### src/rtl/mult16_arbiter_pkg.sv
// Shared types and helpers for the round-robin multiplier arbiter.
// Holds the FSM state encoding, operand/product widths and the grant picker.
package mult_arb_pkg;

    localparam int OP_W   = 16;
    localparam int PROD_W = 32;

    typedef enum logic [1:0] {
        IDLE   = 2'd0,
        SETTLE = 2'd1,
        RESP   = 2'd2
    } arb_state_e;

    // First set bit of valid at or above ptr, wrapping at num_req (up to 8 requesters).
    function automatic logic [2:0] rr_pick(input logic [7:0] valid,
                                           input logic [2:0] ptr,
                                           input int         num_req);
        logic [2:0] pick;
        logic       found;
        int         idx;
        pick  = '0;
        found = 1'b0;
        for (int i = 0; i < 8; i++) begin
            idx = (int'(ptr) + i) % num_req;
            if (!found && (i < num_req) && valid[3'(idx)]) begin
                pick  = 3'(idx);
                found = 1'b1;
            end
        end
        return pick;
    endfunction

endpackage

### src/rtl/mult16_arbiter_if.sv
// Requester-side bundle of the multiplier arbiter: operand request and product response.
// The master modport belongs to the requesters, the slave modport to the arbiter.
interface mult16_arbiter_if #(
    parameter int NUM_REQ = 4
);
    import mult_arb_pkg::*;

    logic [NUM_REQ-1:0]      req_valid;
    logic [OP_W*NUM_REQ-1:0] req_a;
    logic [OP_W*NUM_REQ-1:0] req_b;
    logic [NUM_REQ-1:0]      req_ready;
    logic [NUM_REQ-1:0]      rsp_valid;
    logic [NUM_REQ-1:0]      rsp_ack;
    logic [PROD_W-1:0]       rsp_c;
    logic                    busy;

    modport master (
        output req_valid, req_a, req_b, rsp_ack,
        input  req_ready, rsp_valid, rsp_c, busy
    );

    modport slave (
        input  req_valid, req_a, req_b, rsp_ack,
        output req_ready, rsp_valid, rsp_c, busy
    );

endinterface

### src/rtl/mult16_arbiter_array16.sv
// Unsigned 16x16 combinational array multiplier; its carry path is multi-cycle,
// so the arbiter holds the operands stable for several clocks before sampling c.
module array16
    import mult_arb_pkg::*;
(
    input  logic [OP_W-1:0]   a,
    input  logic [OP_W-1:0]   b,
    output logic [PROD_W-1:0] c
);

    assign c = PROD_W'(a) * PROD_W'(b);

endmodule

### src/rtl/mult16_arbiter.sv
// Round-robin scheduler sharing one array16 multiplier among NUM_REQ requesters,
// holding operands SETTLE_CYCLES clocks before capturing and returning the product.
module mult16_arbiter
    import mult_arb_pkg::*;
#(
    parameter int NUM_REQ       = 4,
    parameter int SETTLE_CYCLES = 2
) (
    input  logic            clk_dut,
    input  logic            rst_n,
    mult16_arbiter_if.slave bus
);

    localparam int IDX_W = $clog2(NUM_REQ);
    localparam int CNT_W = (SETTLE_CYCLES > 1) ? $clog2(SETTLE_CYCLES) : 1;

    arb_state_e         state_q, state_d;
    logic [IDX_W-1:0]   rr_ptr_q, rr_ptr_d;
    logic [IDX_W-1:0]   gnt_q, gnt_d;
    logic [CNT_W-1:0]   cnt_q, cnt_d;
    logic [OP_W-1:0]    a_q, a_d;
    logic [OP_W-1:0]    b_q, b_d;
    logic [PROD_W-1:0]  rsp_c_q, rsp_c_d;
    logic [NUM_REQ-1:0] rsp_valid_q, rsp_valid_d;
    logic [NUM_REQ-1:0] req_ready;
    logic [IDX_W-1:0]   pick;
    logic [PROD_W-1:0]  prod;

    array16 u_array16 (
        .a (a_q),
        .b (b_q),
        .c (prod)
    );

    assign pick = IDX_W'(rr_pick(8'(bus.req_valid), 3'(rr_ptr_q), NUM_REQ));

    // NOTE: every variable gets a default first so no path through the case infers a latch.
    always_comb begin
        state_d     = state_q;
        rr_ptr_d    = rr_ptr_q;
        gnt_d       = gnt_q;
        cnt_d       = cnt_q;
        a_d         = a_q;
        b_d         = b_q;
        rsp_c_d     = rsp_c_q;
        rsp_valid_d = rsp_valid_q;
        req_ready   = '0;

        case (state_q)
            IDLE: begin
                if (|bus.req_valid) begin
                    req_ready[pick] = 1'b1;
                    a_d     = bus.req_a[int'(pick)*OP_W +: OP_W];
                    b_d     = bus.req_b[int'(pick)*OP_W +: OP_W];
                    gnt_d   = pick;
                    cnt_d   = CNT_W'(SETTLE_CYCLES - 1);
                    state_d = SETTLE;
                end
            end
            SETTLE: begin
                if (cnt_q == '0) begin
                    rsp_c_d     = prod;
                    rsp_valid_d = NUM_REQ'(1) << gnt_q;
                    state_d     = RESP;
                end else begin
                    cnt_d = cnt_q - 1'b1;
                end
            end
            RESP: begin
                // Only the granted requester's ack retires the response.
                if (bus.rsp_ack[gnt_q]) begin
                    rsp_valid_d = '0;
                    rr_ptr_d    = (gnt_q == IDX_W'(NUM_REQ - 1)) ? '0 : gnt_q + 1'b1;
                    state_d     = IDLE;
                end
            end
            default: state_d = IDLE;
        endcase
    end

    // NOTE: state registers use non-blocking assignments so every flop samples pre-edge values.
    always_ff @(posedge clk_dut) begin
        if (!rst_n) begin
            state_q     <= IDLE;
            rr_ptr_q    <= '0;
            gnt_q       <= '0;
            cnt_q       <= '0;
            a_q         <= '0;
            b_q         <= '0;
            rsp_c_q     <= '0;
            rsp_valid_q <= '0;
        end else begin
            state_q     <= state_d;
            rr_ptr_q    <= rr_ptr_d;
            gnt_q       <= gnt_d;
            cnt_q       <= cnt_d;
            a_q         <= a_d;
            b_q         <= b_d;
            rsp_c_q     <= rsp_c_d;
            rsp_valid_q <= rsp_valid_d;
        end
    end

    assign bus.req_ready = req_ready;
    assign bus.rsp_valid = rsp_valid_q;
    assign bus.rsp_c     = rsp_c_q;
    assign bus.busy      = (state_q != IDLE);

endmodule
### src/flat_wrapper.sv
// flat-port wrapper written by rule: the top's interface ports become plain ports
module mult16_arbiter_flat import mult_arb_pkg::*;
#(
    parameter int NUM_REQ       = 4,
    parameter int SETTLE_CYCLES = 2
)
  (clk_dut, rst_n, bus_req_valid, bus_req_a, bus_req_b, bus_rsp_ack, bus_req_ready, bus_rsp_valid, bus_rsp_c, bus_busy);
  mult16_arbiter_if #(.NUM_REQ(NUM_REQ)) bus_i ();
  input  logic clk_dut;
  input  logic rst_n;
  input wire logic [$bits(bus_i.req_valid)-1:0] bus_req_valid;
  input wire logic [$bits(bus_i.req_a)-1:0] bus_req_a;
  input wire logic [$bits(bus_i.req_b)-1:0] bus_req_b;
  input wire logic [$bits(bus_i.rsp_ack)-1:0] bus_rsp_ack;
  output wire logic [$bits(bus_i.req_ready)-1:0] bus_req_ready;
  output wire logic [$bits(bus_i.rsp_valid)-1:0] bus_rsp_valid;
  output wire logic [$bits(bus_i.rsp_c)-1:0] bus_rsp_c;
  output wire logic [$bits(bus_i.busy)-1:0] bus_busy;
  assign bus_i.req_valid = bus_req_valid;
  assign bus_i.req_a = bus_req_a;
  assign bus_i.req_b = bus_req_b;
  assign bus_i.rsp_ack = bus_rsp_ack;
  assign bus_req_ready = bus_i.req_ready;
  assign bus_rsp_valid = bus_i.rsp_valid;
  assign bus_rsp_c = bus_i.rsp_c;
  assign bus_busy = bus_i.busy;
  mult16_arbiter #(.NUM_REQ(NUM_REQ), .SETTLE_CYCLES(SETTLE_CYCLES)) u_core (.clk_dut(clk_dut), .rst_n(rst_n), .bus(bus_i));
endmodule
### config.mk
export PLATFORM = sky130hd
export DESIGN_NAME = mult16_arbiter_flat
export DESIGN_NICKNAME = d
export VERILOG_FILES = /design/src/rtl/mult16_arbiter_pkg.sv /design/src/rtl/mult16_arbiter_if.sv /design/src/rtl/mult16_arbiter_array16.sv /design/src/rtl/mult16_arbiter.sv /design/src/flat_wrapper.sv
export SDC_FILE = /design/constraint.sdc
export NUM_CORES = 1
export LEC_CHECK = 0
export CAP_MARGIN = 5
export CORE_MARGIN = 3
export CORE_UTILIZATION = 45
export CTS_CLUSTER_DIAMETER = 40
export DETAILED_ROUTE_END_ITERATION = 6
export PLACE_DENSITY = 0.75
export SLEW_MARGIN = 20
export SYNTH_ARGS = -nofsm -noshare
export SYNTH_HDL_FRONTEND = slang
export SYNTH_SLANG_ARGS = --single-unit
### constraint.sdc
create_clock -name clk_dut -period 11.2 [get_ports clk_dut]
set_clock_uncertainty 0.15 [all_clocks]
set_input_delay 1.12 -clock clk_dut [delete_from_list [all_inputs] [get_ports clk_dut]]
set_output_delay 1.12 -clock clk_dut [all_outputs]
set_load 0.01 [all_outputs]
======== Word-level counts from Yosys, hierarchy flattened ========
Cells that the tools add are included.
word-level totals
  bits in registers ....................... 75
  output and inout bits ................... 41
  logic and storage cells ................. 90
operators by class
  add/sub/neg operators ................... 5
  shifts and indexed selects .............. 3
  order comparisons ....................... 7
  muxes and demuxes ....................... 35
  equal/unequal tests ..................... 6
  multiply operators ...................... 1
  reductions and logical operators ........ 21
  bitwise logic cells ..................... 4
operators with widths
  kind                   count
  $shiftx A64 B7 Y16     2
  $mul A16 B16 Y32       1
  $mux W2                8
  $mux W4                4
  $lt A3 B5 Y1 const B   3
  $mux W1                14
  $bmux W1 S3            3
  $pmux W4 S2            1
  $reduce_and A2 Y1      4
  $lt A2 B3 Y1 const B   2
  $pmux W2 S3            1
  $reduce_and A3 Y1      2
  $reduce_bool A2 Y1     3
  $reduce_or A2 Y1       3
  $add A2 B1 Y2 const B  2
  $add A2 B2 Y2 const B  2
  $bmux W1 S2            2
  $eq A2 B2 Y1 const B   2
  $logic_and A1 B1 Y1    4
  $lt A2 B4 Y1 const B   1
  $ne A2 B1 Y1 const B   2
  $reduce_or A4 Y1       1
  $shl A1 B2 Y4 const A  1
  $and A1 B1 Y1 const A  3
  other kinds (9)        11

======== Longest topological paths before layout ========
Gate-level depths: netlist of the first run.
  word-level depth ........................ 20
  gate-level depth with buffers ........... 23
  depth with buffers taken out ............ 21

======== Cells and area by module ========
From an unflattened synthesis of the first run, not the netlist that was laid out.
second synthesis, totals
  cells, all modules ...................... 1398
  area total of the unflattened synthesis .. 12428.2 um^2
modules (own cells, without submodules)
  module          area an instance (um^2)  cells an instance  times used  seq. area each (um^2)
  array16         8670.8                   1003               1           0.0
  mult16_arbiter  3757.4                   395                1           1501.4

======== Worst setup path before layout of the first run ========
Ideal clock, no wire load.
  path kind ............................... reg-to-reg
  start ................................... register u_core.b_q[7]
  end ..................................... register u_core.rsp_c_q[27] (netlist: u_core.bus.rsp_c[27])
  stages on the path, launching flop included .. 24
  buffers on the path ..................... 3
  data required time ...................... 10.925 ns
  library setup time ...................... 0.125 ns
  path slack .............................. 5.302 ns
  arrival time ............................ 5.623 ns
  cells stage by stage .................... dfxtp_1 > clkbuf_1 > clkbuf_1 > nand2_1 > fa_1 > inv_1 > fa_1 > inv_1 > fa_1 > inv_1 > fa_1 > fa_1 > inv_1 > fa_1 > inv_1 > ha_1 > buf_2 > nand3_1 > o21ai_0 > o31ai_2 > o311ai_2 > a311oi_1 > xor2_1 > o21ai_1
between the ends
  word-level cells in the longest chain between the ends .. 1
RTL lines
  element                 RTL line                      RTL
  from (decl)             mult16_arbiter.sv:22          logic [OP_W-1:0] b_q, b_d;
  from (signal assigned)  mult16_arbiter.sv:89          b_q <= '0;
  from (signal assigned)  mult16_arbiter.sv:98          b_q <= b_d;
  $mul A16 B16 Y32        mult16_arbiter_array16.sv:11  assign c = PROD_W'(a) * PROD_W'(b);
  to (signal assigned)    mult16_arbiter.sv:99          rsp_c_q <= rsp_c_d;
  to (decl)               mult16_arbiter.sv:23          logic [PROD_W-1:0] rsp_c_q, rsp_c_d;
No other way between the ends.
A chain may end at the register's enable or synchronous reset.

======== Worst setup path after layout of the first run ========
  start ................................... register u_core.a_q[7]
  end ..................................... register u_core.rsp_c_q[27] (netlist: u_core.bus.rsp_c[27])
between the ends
  word-level cells in the longest chain between the ends .. 1
RTL lines
  element                 RTL line                      RTL
  from (decl)             mult16_arbiter.sv:21          logic [OP_W-1:0] a_q, a_d;
  from (signal assigned)  mult16_arbiter.sv:88          a_q <= '0;
  from (signal assigned)  mult16_arbiter.sv:97          a_q <= a_d;
  $mul A16 B16 Y32        mult16_arbiter_array16.sv:11
No other way between the ends.

==> results.toml, run 1 <==
[routing]
ant_nets = 0
wl_um = 34500
vias = 10600
drt_iter0_markers = 806
drc_errors = 0
first_pass_iters = 7
post_drt_via_cell_ratio = 5.32
post_drt_wl_per_cell_um = 17.3

[synth]
synth-edff-count = 0
ys_ff_latch = 75
async_reset_ff_share_pct = 0
synthCells = 1507
yosysSeqAreaShare_pct = 12.0
syn-num-nets = 1950
syn_area_per_cell_sq_um = 8.29
ys_warn_count = 0
synth_ff_type = "dfxtp_1"
ys_types = 58
syn_area_sq_mm = 0.0125

[timing]
fin_crit_sh_pct = 57.3
fin_setup_tns_ps = 0
drv_slew = 0
final.min_clock_period_ps = 6410
rsz0062_at_grt = "no"
fmax_mhz = 156
finalSetupViolCount = 0
max-slew-margin-rel_pct = 40.1
setup_ws_ps = 4790
final-hold-violation-count = 0
tightest_slew_ps = 897

[clock_tree]
cts_tree = "yes"
post-cts-setup-buffers = 0
post_cts_resized = 0
clockBufferDepth = 2
clk_latency_ps = 350
cts_hold_buf = 0
cts_buffers = 9
clkTransAtPathRegs_ps = 70
htreeDepth = 3
clockRootBuffer = "clkbuf_16"
clock-sinks = 75

[global_routing]
grt_pass1_wl_um = 57900
grt_max_degree = 67
grt_pass1_vias = 11300
antenna_found_initial = 0
track_usage_pct = 23.6
grt.overflow.total = 0

[place]
placed_cell_area_sq_mm = 0.0144
port_buffers = 178
hpwl_um = 27100
gp_congestion = 0.876
dp_slack_ps = 4860

[worst_setup_path]
endpoint = "u_core.bus.rsp_c[27]"
worstRegToRegCells = 20
reg2reg_setup_slack_ps = 4790
crit_required_ps = 11280
timing.rr.start = "u_core.a_q[7]"
critPathArrivalTime_ps = 6490
crit_type = "flip-flop to flip-flop"
crit_start = "u_core.a_q[7]"
path_max_fanout = 17
cp-start-kind = "flip-flop"
end_kind = "flip-flop"
r2r_end = "u_core.bus.rsp_c[27]"

[run]
cap_violations = 0

[power_and_ir_drop]
p_total_mw = 2.31
irDropWorstVdd_uv = 150
p_leak_nw = 6.71
p_per_area_mw_per_mm2 = 157

[final_layout]
num-nets-final = 2063
diodes = 0
final_common_cell = "nand2_1"
drive_gt1_share_pct = 2.58
mostFrequentLayoutCells = "306 x nand2_1, 235 x inv_1, 194 x fa_1"
design_area_sq_mm = 0.0147
area_delta_synth_final_pct = 17.9

[floorplan]
die_w_um = 173
num_rows = 60
io-pin-count = 179
die-height_um = 173
dieArea_sq_mm = 0.0298
initial_utilization_pct = 46.1
design.core.area_sq_mm = 0.0271

[status]
status = "finished, final reports clean"

[min_path]
hold_path_class = "flip-flop to flip-flop"
whs_path_depth = 2
## cell type report
cell class | instances | area (sq um)
tap | 372 | 465
clock buffer | 10 | 239
multi-input combinational | 1112 | 9740
clock inverter | 6 | 48.8
timing repair buffer | 186 | 1840
inverter | 236 | 886
fill | 2499 | 12400
sequential | 75 | 1500
## flip-flops by register name, indices dropped and copies added (netlist names)
name	cells
u_core.a_q	16
u_core.rr_ptr_q	2
u_core.bus.rsp_c	32
u_core.state_q	2
u_core.b_q	16
u_core.gnt_q	2
u_core.cnt_q	1
u_core.bus.rsp_valid	4
## report_power, final
part,leakage (nW),internal [mW],switching (mW)
clock network,0.137,0.159,0.130
logic,5.96,0.629,0.873
registers,0.614,0.331,0.183
## worst max-delay path, stage by stage (launching register included)
cell,delay (ps)
dfxtp_1,830
nand2_1,180
fa_1,570
inv_1,70
fa_1,500
inv_1,50
fa_1,540
inv_1,50
fa_1,380
fa_1,530
inv_1,50
fa_1,470
inv_1,40
ha_1,360
a21oi_2,230
nand2_1,160
o31ai_2,280
o311ai_2,220
a311oi_1,370
xor2_1,180
o21ai_1,70
## cells in the mapped netlist, drive strengths merged (4+ instances only)
cell | number | share of area (%)
or3 | 4 | 0.20
a311o | 32 | 2.6
buf | 20 | 1.1
and2 | 149 | 7.5
o21bai | 5 | 0.30
a21oi | 88 | 3.7
o21ai | 34 | 1.4
nand3 | 17 | 0.68
xor2 | 12 | 0.84
nand2 | 307 | 9.2
o211ai | 5 | 0.38
ha | 111 | 11
nor3 | 8 | 0.32
nor3b | 4 | 0.24
a21o | 10 | 0.60
clkbuf | 64 | 1.9
xnor2 | 14 | 0.98
fa | 194 | 31
inv | 235 | 7.1
nor2b | 6 | 0.30
a211oi | 42 | 2.6
nor2 | 26 | 0.78
o31ai | 4 | 0.28
nand4b | 4 | 0.28
dfxtp | 75 | 12
## stage by stage
step | std cells | utilization (%) | hold WS (ps)
finish | 1997 | 54.3 | 301
global route | 1997 | 54.3 | 323
CTS | 1997 | 54.3 | 303
detailed placement | 1981 | 53.3 | 295
global placement | 1981 | 53.3 | 292
floorplan | 1507 | - | 303
## cells by family (layout without fill, tap and decap cells)
family / Yosys count / count (layout) / share of synthesized area [%]
buffers and inverters: 320 / 438 / 10.1
adders and majority gates: 305 / 305 / 42.2
xor gates and xnor gates: 26 / 26 / 1.82
muxes: 3 / 3 / 0.341
DFF: 75 / 75 / 12.0
AOI/OAI and AO/OA: 241 / 241 / 13.4
and+or+nand+nor: 537 / 537 / 20.1
## layer usage
| layer | share of wire (%) | global-route usage, % | vias up |
|---|---|---|---|
| li1 | - | - | 5007 |
| met1 | 44 | 31.7 | 5188 |
| met2 | 48 | 39.4 | 366 |
| met3 | 5.3 | 3.75 | 72 |
| met4 | 3.1 | 7.60 | 0 |
| met5 | 0 | 0 | - |
## how the worst min path moves through the flow
stage / startpoint / end / slack [ps]
2_1_floorplan: u_core.state_q[1] / u_core.state_q[1] / 300
3_3_place_gp: u_core.bus.rsp_c[6] / u_core.bus.rsp_c[6] / 290
3_5_place_dp: u_core.bus.rsp_c[8] / u_core.bus.rsp_c[8] / 300
4_1_cts: u_core.bus.rsp_valid[2] / u_core.bus.rsp_valid[2] / 300
5_1_grt: u_core.bus.rsp_valid[2] / u_core.bus.rsp_valid[2] / 320
6_report: u_core.bus.rsp_c[9] / u_core.bus.rsp_c[9] / 300
(Power assumes the default switching activity.)
==> inputs of run 2 (changes only) <==
--- a/config.mk
+++ b/config.mk
@@ -10,7 +10,7 @@
 export CORE_UTILIZATION = 45
 export CTS_CLUSTER_DIAMETER = 40
 export DETAILED_ROUTE_END_ITERATION = 6
-export PLACE_DENSITY = 0.75
+export PLACE_DENSITY = 0.78
 export SLEW_MARGIN = 20
 export SYNTH_ARGS = -nofsm -noshare
 export SYNTH_HDL_FRONTEND = slang
==> constraint.sdc (replaced) <==
create_clock -name clk_dut -period 5.26 [get_ports clk_dut]
set_clock_uncertainty 0.15 [all_clocks]
set_input_delay 0.526 -clock clk_dut [delete_from_list [all_inputs] [get_ports clk_dut]]
set_output_delay 0.526 -clock clk_dut [all_outputs]
set_load 0.01 [all_outputs]
==> run 2 against run 1 <==
Against the previous run: the flow now finishes with violations (setup timing); flip-flop and latch count is the same; worst hold slack gained 1.5 ps; critical path depth grew 1; via count grew 8.1%; core utilization grew 7.3 points; power grew to 2.8 times the previous value; sequential power grew 80%; combinational power grew to 3.3 times the previous value; first-iteration DRC count grew 11%; cell area grew 13%; largest cell class unchanged; largest power group unchanged; highest routed layer unchanged.
==> results.toml, run 2 (synthesis results as in run 1) <==
[status]
status = "complete, but fails checks"
violations = "setup timing"

[floorplan]
initial_utilization_pct = 46.1
io-pin-count = 179
dieArea_sq_mm = 0.0298
die_w_um = 173
num_rows = 60
die-height_um = 173
design.core.area_sq_mm = 0.0271

[routing]
drt_iter0_markers = 898
first_pass_iters = 5
ant_nets = 0
post_drt_wl_per_cell_um = 18.0
post_drt_via_cell_ratio = 5.36
vias = 11500
wl_um = 38700
drc_errors = 0

[clock_tree]
htreeDepth = 3
clk_latency_ps = 370
cts_buffers = 9
clkTransAtPathRegs_ps = 60
clockBufferDepth = 2
clock-sinks = 75
cts_hold_buf = 0
cts_tree = "yes"
clockRootBuffer = "clkbuf_16"

[final_layout]
area_delta_synth_final_pct = 33.8
diodes = 0
drive_gt1_share_pct = 17.6
final_common_cell = "nand2_1"
mostFrequentLayoutCells = "296 x nand2_1, 228 x inv_1, 187 x fa_1"
largest_reg_flops = 32
seqCellArea_sq_mm = 0.00158
multi_input_area_sq_mm = 0.0104
num-nets-final = 2212
fillers = 2161
design_area_sq_mm = 0.0167

[worst_setup_path]
crit_type = "flip-flop to flip-flop"
slowest_delay_ps = 580
crit_top_cell = "fa_1"
critPathArrivalTime_ps = 5830
crit_required_ps = 5340
path_cells = "buf_6 -> and2_1 -> fa_1 -> inv_2 -> fa_2 -> fa_1 -> inv_1 -> fa_1 -> fa_1 -> inv_1 -> fa_1 -> inv_2 -> ha_4 -> nand2_4 -> a211oi_4 -> o21ai_2 -> buf_4 -> a211oi_2 -> nor2_1 -> xor2_1 -> o21ai_1"
path_max_fanout = 6
worstRegToRegCells = 21
timing.rr.start = "u_core.b_q[4]"
r2r_end = "u_core.bus.rsp_c[18]"
cp-start-kind = "flip-flop"
crit_path_top_delay_cell = "fa_1"
reg2reg_setup_slack_ps = -490
end_kind = "flip-flop"

[timing]
tightest_slew_ps = 758
fin_crit_sh_pct = 109
max-slew-margin-rel_pct = 49.5
final-hold-violation-count = 0
drv_slew = 0
setup_ws_ps = -492
holdWs_ps = 303
finalSetupViolCount = 19
rsz0062_at_grt = "yes"
fmax_mhz = 174
final.min_clock_period_ps = 5750

[power_and_ir_drop]
swShare_pct = 48.4
p_switching_mw = 3.17
p_leak_nw = 7.69
p_seq_share_pct = 14.1
pwr-share-clk_pct = 10.2
p_int_mw = 3.38
irDropWorstVdd_uv = 339
p_per_area_mw_per_mm2 = 392
comb_power_share_pct = 75.7

[min_path]
hold_end = "u_core.bus.rsp_valid[0]"
hp-start = "u_core.bus.rsp_valid[0]"
whs_path_depth = 2
hold_path_class = "flip-flop to flip-flop"

[run]
cap_violations = 0

[place]
placed_cell_area_sq_mm = 0.0156
gp_congestion = 0.942
port_buffers = 178
hpwl_um = 29600

[global_routing]
grt_max_degree = 69
grt.overflow.total = 0
grt_pass1_vias = 12200
track_usage_pct = 25.7
antenna_found_initial = 0
grt_pass1_wl_um = 62500
-- run 2: cell types whose count changed in the layout (fill, tap and decap cells not counted), moves of 9 or more --
| cell | change |
|---|---|
| dfxtp_4 | +16 |
| dfxtp_1 | -28 |
| and2_1 | -9 |
| o21ai_2 | +9 |
| o21ai_0 | -15 |
| ha_4 | +13 |
| ha_1 | -13 |
| and2_4 | +9 |
| buf_4 | +123 |
| dfxtp_2 | +12 |
| nand2_1 | -10 |
| a21oi_1 | -9 |
| buf_6 | +19 |
-- run 2: how the worst max path moves through the flow --
stage / from / to / depth (start not counted)
2_1_floorplan: u_core.b_q[7] / u_core.bus.rsp_c[27] / 23
3_3_place_gp: u_core.a_q[6] / u_core.bus.rsp_c[30] / 20
3_5_place_dp: u_core.a_q[6] / u_core.bus.rsp_c[30] / 20
4_1_cts: u_core.b_q[4] / u_core.bus.rsp_c[26] / 20
5_1_grt: u_core.b_q[4] / u_core.bus.rsp_c[27] / 20
6_report: u_core.b_q[4] / u_core.bus.rsp_c[18] / 21
-- run 2: critical path: cells and delay by family (launching register included) --
| family | cells | cell delay [ps] |
|---|---|---|
| DFF | 1 | 370 |
| AOI/OAI and AO/OA | 4 | 670 |
| adders and majority gates | 7 | 3300 |
| and+or+nand+nor | 3 | 380 |
| buffers and inverters | 6 | 530 |
| xor gates and xnor gates | 1 | 200 |
-- run 2: cell type report --
class | instances | share of cell area, %
Clock buffer | 11 | 1.45
Clock inverter | 5 | 0.360
Inverter | 236 | 5.30
Multi-Input combinational cell | 1112 | 62.0
Sequential cell | 75 | 9.44
Tap cell | 372 | 2.79
Timing Repair Buffer | 335 | 18.6
-- run 2: power by group through the flow --
stage / Sequential [mW] / Clock, mW / Combinational (mW)
6_report: 0.923 / 0.671 / 4.95
5_1_grt: 0.936 / 0.700 / 5.38
4_1_cts: 0.909 / 0.676 / 4.68
3_5_place_dp: 0.920 / 0 / 4.07
3_3_place_gp: 0.917 / 0 / 4.04
2_1_floorplan: 0.859 / 0 / 2.62
-- run 2: repair_timing --
item / 4_1_cts / 5_1_grt
pin swaps: 47 / 36
endpoints found under the setup margin: 22 / 24
buffers inserted: 19 / 3
resized for setup: 104 / 53
-- run 2: metal layers --
metal,global-route usage [%],vias to the layer above,wire length (um)
li1,-,5303,-
met1,33.6,5616,15900
met2,43.5,472,18900
met3,4.19,104,2510
met4,8.58,0,1410
met5,0,-,0
-- run 2: metrics by stage --
| stage | TNS [ps] | total power, mW | worst slack [ps] | utilization, % | instances |
|---|---|---|---|---|---|
| 6_report | -7400 | 6.55 | -492 | 61.6 | 2146 |
| 5_1_grt | -10630 | 7.02 | -634 | 61.6 | 2146 |
| 4_1_cts | -5610 | 6.26 | -429 | 60.7 | 2143 |
| 3_5_place_dp | -8250 | 4.99 | -690 | 57.7 | 2111 |
| 3_3_place_gp | -7650 | 4.95 | -607 | 57.7 | 2111 |
| 2_1_floorplan | -704 | 3.48 | -198 | - | 1507 |
